--- src/rtl/patch_pkg.sv ---
// Shared types and configuration-word layout for the patch trigger unit.
// All widths live here so the shift register, field slicing and matchers agree.
package patch_pkg;

  localparam int OBS_W  = 8;
  localparam int CTRL_W = 4;
  localparam int CNT_W  = 8;

  localparam int CFG_W = 4 * OBS_W + 2 * CNT_W + CTRL_W;

  // Field LSB positions inside the config word, MSB-first order:
  // mask_a, val_a, mask_b, val_b, thresh, hold, ctrl_val.
  localparam int CTRL_VAL_LSB = 0;
  localparam int HOLD_LSB     = CTRL_VAL_LSB + CTRL_W;
  localparam int THRESH_LSB   = HOLD_LSB + CNT_W;
  localparam int VAL_B_LSB    = THRESH_LSB + CNT_W;
  localparam int MASK_B_LSB   = VAL_B_LSB + OBS_W;
  localparam int VAL_A_LSB    = MASK_B_LSB + OBS_W;
  localparam int MASK_A_LSB   = VAL_A_LSB + OBS_W;

  typedef enum logic [1:0] {
    ST_IDLE  = 2'd0,
    ST_ARM_A = 2'd1,
    ST_ARM_B = 2'd2,
    ST_FIRE  = 2'd3
  } state_e;

  typedef struct packed {
    logic [OBS_W-1:0]  mask_a;
    logic [OBS_W-1:0]  val_a;
    logic [OBS_W-1:0]  mask_b;
    logic [OBS_W-1:0]  val_b;
    logic [CNT_W-1:0]  thresh;
    logic [CNT_W-1:0]  hold;
    logic [CTRL_W-1:0] ctrl_val;
  } cfg_t;

endpackage

--- src/rtl/patch_obs_match.sv ---
// Masked equality compare of the observe vector; a zero mask always hits.
module patch_obs_match
  import patch_pkg::*;
(
  input  logic [OBS_W-1:0] obs,
  input  logic [OBS_W-1:0] mask,
  input  logic [OBS_W-1:0] val,
  output logic             hit
);

  assign hit = ((obs & mask) == (val & mask));

endmodule

--- src/rtl/patch_trigger_unit.sv ---
// Trigger-and-override stage: serial config, A-then-N*B trigger FSM and a
// control-tap override mux driven from registered state.
module patch_trigger_unit
  import patch_pkg::*;
(
  input  logic              clk,
  input  logic              rst_n,
  input  logic              cfg_en,
  input  logic              cfg_bit,
  input  logic [OBS_W-1:0]  obs,
  input  logic [CTRL_W-1:0] ctrl_in,
  output logic [CTRL_W-1:0] ctrl_out,
  output logic              fired,
  output logic              armed
);

  logic [CFG_W-1:0] cfg_q, cfg_d;
  state_e           state_q, state_d;
  logic [CNT_W-1:0] cnt_q, cnt_d;
  logic [CNT_W-1:0] hold_cnt_q, hold_cnt_d;

  cfg_t             cfg;
  logic             hit_a, hit_b;
  logic [CNT_W-1:0] eff_thresh;
  logic [CNT_W:0]   cnt_inc;

  assign cfg = cfg_t'(cfg_q);

  patch_obs_match u_match_a (
    .obs  (obs),
    .mask (cfg.mask_a),
    .val  (cfg.val_a),
    .hit  (hit_a)
  );

  patch_obs_match u_match_b (
    .obs  (obs),
    .mask (cfg.mask_b),
    .val  (cfg.val_b),
    .hit  (hit_b)
  );

  assign eff_thresh = (cfg.thresh == '0) ? CNT_W'(1) : cfg.thresh;
  // One extra bit so the compare is exact even at thresh = 2**CNT_W-1.
  assign cnt_inc    = {1'b0, cnt_q} + (CNT_W+1)'(1);

  always_comb begin
    cfg_d = cfg_q;
    if (cfg_en) cfg_d = {cfg_q[CFG_W-2:0], cfg_bit};
  end

  // NOTE: every variable gets its default first so no path leaves it unassigned (no latch).
  always_comb begin
    state_d    = state_q;
    cnt_d      = cnt_q;
    hold_cnt_d = hold_cnt_q;
    if (cfg_en) begin
      state_d = ST_IDLE;
    end else begin
      unique case (state_q)
        ST_IDLE: state_d = ST_ARM_A;
        ST_ARM_A: begin
          if (hit_a) begin
            cnt_d   = '0;
            state_d = ST_ARM_B;
          end
        end
        ST_ARM_B: begin
          if (hit_b) begin
            cnt_d = cnt_inc[CNT_W-1:0];
            if (cnt_inc >= {1'b0, eff_thresh}) begin
              hold_cnt_d = cfg.hold;
              state_d    = ST_FIRE;
            end
          end
        end
        ST_FIRE: begin
          // hold_cnt of zero never reaches 1, so the override stays until cfg_en.
          if (hold_cnt_q == CNT_W'(1)) begin
            hold_cnt_d = '0;
            state_d    = ST_ARM_A;
          end else if (hold_cnt_q != '0) begin
            hold_cnt_d = hold_cnt_q - CNT_W'(1);
          end
        end
        default: state_d = ST_IDLE;
      endcase
    end
  end

  // NOTE: sequential state uses non-blocking assignments so all flops update together.
  always_ff @(posedge clk or negedge rst_n) begin
    if (!rst_n) begin
      cfg_q      <= '0;
      state_q    <= ST_IDLE;
      cnt_q      <= '0;
      hold_cnt_q <= '0;
    end else begin
      cfg_q      <= cfg_d;
      state_q    <= state_d;
      cnt_q      <= cnt_d;
      hold_cnt_q <= hold_cnt_d;
    end
  end

  assign fired    = (state_q == ST_FIRE);
  assign armed    = (state_q == ST_ARM_A) || (state_q == ST_ARM_B);
  assign ctrl_out = fired ? cfg.ctrl_val : ctrl_in;

endmodule

--- config.mk ---
export PLATFORM = sky130hd
export DESIGN_NAME = patch_trigger_unit
export DESIGN_NICKNAME = d
export VERILOG_FILES = /design/src/rtl/patch_pkg.sv /design/src/rtl/patch_obs_match.sv /design/src/rtl/patch_trigger_unit.sv
export SDC_FILE = /design/constraint.sdc
export NUM_CORES = 1
export LEC_CHECK = 0
export CAP_MARGIN = 20
export CORE_ASPECT_RATIO = 1.75
export CORE_MARGIN = 5
export CORE_UTILIZATION = 35
export CTS_CLUSTER_SIZE = 10
export DETAILED_ROUTE_END_ITERATION = 10
export PLACE_DENSITY_LB_ADDON = 0.15
export SETUP_SLACK_MARGIN = 0.05
export SYNTH_ARGS = -nofsm -noshare
export SYNTH_HDL_FRONTEND = slang
export SYNTH_SLANG_ARGS = --single-unit
--- constraint.sdc ---
create_clock -name clk -period 3.47 [get_ports clk]
set_input_delay 0.694 -clock clk [delete_from_list [all_inputs] [get_ports clk]]
set_output_delay 0.694 -clock clk [all_outputs]
set_load 0.05 [all_outputs]
==> impl_metrics.ini <==
[status]
status = finished, final reports clean

[clock_network]
cts.clk_slew.worst_paths_ns = 0.06
cts_setup_buffers = 0
clockBufferDepth = 2
cts_tree = done
h-tree-depth = 3
postCtsHoldBufs = 0
cts_sinks = 70
clock_latency_ns = 0.33
cts.repair.resized = 0
root_buffer = clkbuf_16
numCtsBuffers = 9

[route]
routed_via_density = 5.08
wirelength_um = 7630
remaining_drc_errors = 0
drtPass1Iterations = 4
wire_per_inst_um = 16.2
vias = 2392
detail_route.iter0.violations = 90
drtAntennaViolNets = 0

[timing]
max_freq_mhz = 336
worst_pin_slew_ns = 0.506
setup_tns_ns = 0
finClkSkew_ns = 0.00725
setup_violations = 0
drv_slew = 0
fin_crit_sh_pct = 85.7
hold_viol = 0
rsz0062_at_grt = false
slew_headroom_pct = 66.1
fin_crit_ns = 2.97

[synthesis]
synth_seq_cells = 70
netlist_area_um2 = 3620
ys_async_sr_fraction_pct = 100
yosys.area.top_type_share_pct = 48.4
synthCells = 314
avgSynthCellArea_um2 = 11.5
yosys-top-cells-count = dfrtp_1 (70), mux2_2 (49), inv_1 (22), nand2_1 (22), xor2_1 (17)
synthFlopType = dfrtp_1
seq_area_frac_synth_pct = 48.4
synth.distinct_cells = 39
synth_area_leaders = dfrtp_1 (48%), mux2_2 (15%), ha_1 (4.8%)
yosys_warnings = 0
synth_top_area_cell = dfrtp_1
yosysMostFrequentCell = dfrtp_1
synth_edf_count = 0
synth_nets = 344

[power]
power.leakage_nw = 1.95
finalPower_mw = 3.51
cellPowerDensity_nw_per_um2 = 809
ir_worst_vdd_v = 0.000330

[critical_path]
cp_max_fo = 8
rr_worst_depth = 11
critPathKind = reg2out
worstPathArrival_ns = 2.28
critPathLaunchType = register
critPathRequiredTime_ns = 2.78
end_kind = output pin

[die]
die_x_um = 86.8
dieHeight_um = 144
start_util_pct = 35.5
coreArea_um2 = 10200
std_cell_rows = 49
die_area_um2 = 12500
io_pins = 22

[global_routing]
grt_pass1_wl_um = 12700
grt_pass1_vias = 2446
grt-ovfl-total = 0
gr-usage-all-layers_pct = 13.4
antenna_found_initial = 0
grt_max_degree = 43

[layout]
fin_nets = 369
multi_input_area_um2 = 1730
diodes = 0
n_fill_cell = 993
final_cell_count_no_fill = 471
area_growth_pct = 20.0
seq_area_um2 = 1750
layout-drive-gt1-share_pct = 24.1
final_core_util_pct = 42.6

[hold_path]
min_path_type = in2async

[placement]
gp_congestion = 0.796
post-place-cells = 455
hpwl_um = 5600
port_buffers = 21

[run]
drv_cap = 0
==> layout make-up <==
class,instances,share of cell area (%)
clock buffers,9,5.19
clock inverters,7,3.35
inverters,22,1.90
multi-input cells,209,39.9
flip-flops and latches,70,40.4
well taps,127,3.66
repair buffers,27,5.65
==> report_power, final <==
group          switching [mW]  total [mW]  leakage [nW]  internal [mW]
logic                   0.587        1.08         0.855          0.495
registers               0.224        1.29         0.917           1.07
clock network           0.355        1.13         0.176          0.778
total                    1.17        3.51          1.95           2.34
==> metal layers <==
| layer | up-vias | track usage, % | part of all wire [%] |
|---|---|---|---|
| li1 | 1155 | - | - |
| met1 | 1201 | 15.0 | 39 |
| met2 | 24 | 23.4 | 55 |
| met3 | 12 | 2.79 | 3.1 |
| met4 | 0 | 7.22 | 2.9 |
| met5 | - | 0 | 0 |
==> stage by stage <==
stage	hold WS (ns)	cell area, um^2	setup slack (ns)
after floorplan	0.398	3620	0.967
after global placement	0.461	3970	0.516
after detailed placement	0.477	3970	0.534
after CTS	0.301	4340	0.450
after global routing	0.336	4340	0.362
final	0.299	4340	0.496
==> sequential cells by signal, summed over array words and instances (netlist names) <==
signal	cells
cnt_q	8
cfg	52
hold_cnt_q	8
state_q	2
==> placed cells by master, fill, tap and decap left out, types with 10 or more instances in the layout <==
cell type        count
dfrtp_1             70
xor2_1              17
mux2_2              49
nand2_1             22
ha_1                14
clkdlybuf4s50_1     19
inv_1               22
o21ai_0             11
nor2_1              14
mux2i_1             10
==> cell families (layout without fill, tap and decap cells) <==
| family | after synthesis | after routing | synth area share (%) |
|---|---|---|---|
| muxes | 60 | 60 | 18.4 |
| DFF | 70 | 70 | 48.4 |
| xor gates and xnor gates | 22 | 22 | 5.33 |
| buffers and inverters | 35 | 65 | 3.74 |
| AOI/OAI and AO/OA | 53 | 53 | 11.3 |
| and+or+nand+nor | 60 | 60 | 7.92 |
| adders and majority gates | 14 | 14 | 4.84 |
==> worst max-delay path, cell delays in order (launching register included) <==
cell and delay [ns]:
dfrtp_1 0.41, ha_1 0.45, mux2_2 0.38, clkdlybuf4s50_1 0.70
==> worst paths after layout <==
kind / slack, ns / end / start
hold / removal: 0.30 / hold_cnt_q[5]$_DFFE_PN0P_ / rst_n
setup / recovery: 0.50 / ctrl_out[1] / state_q[1]$_DFFE_PN0P_
min in group clk: 0.49 / cfg[16]$_DFFE_PN0P_ / cfg[15]$_DFFE_PN0P_
hold reg to reg: 0.49 / cfg[16]$_DFFE_PN0P_ / cfg[15]$_DFFE_PN0P_
setup reg to reg: 0.79 / hold_cnt_q[0]$_DFFE_PN0P_ / cnt_q[0]$_DFFE_PN0P_
max in group asynchronous: 2.38 / cnt_q[6]$_DFFE_PN0P_ / rst_n
No activity file was read; power rests on OpenSTA's default activity.
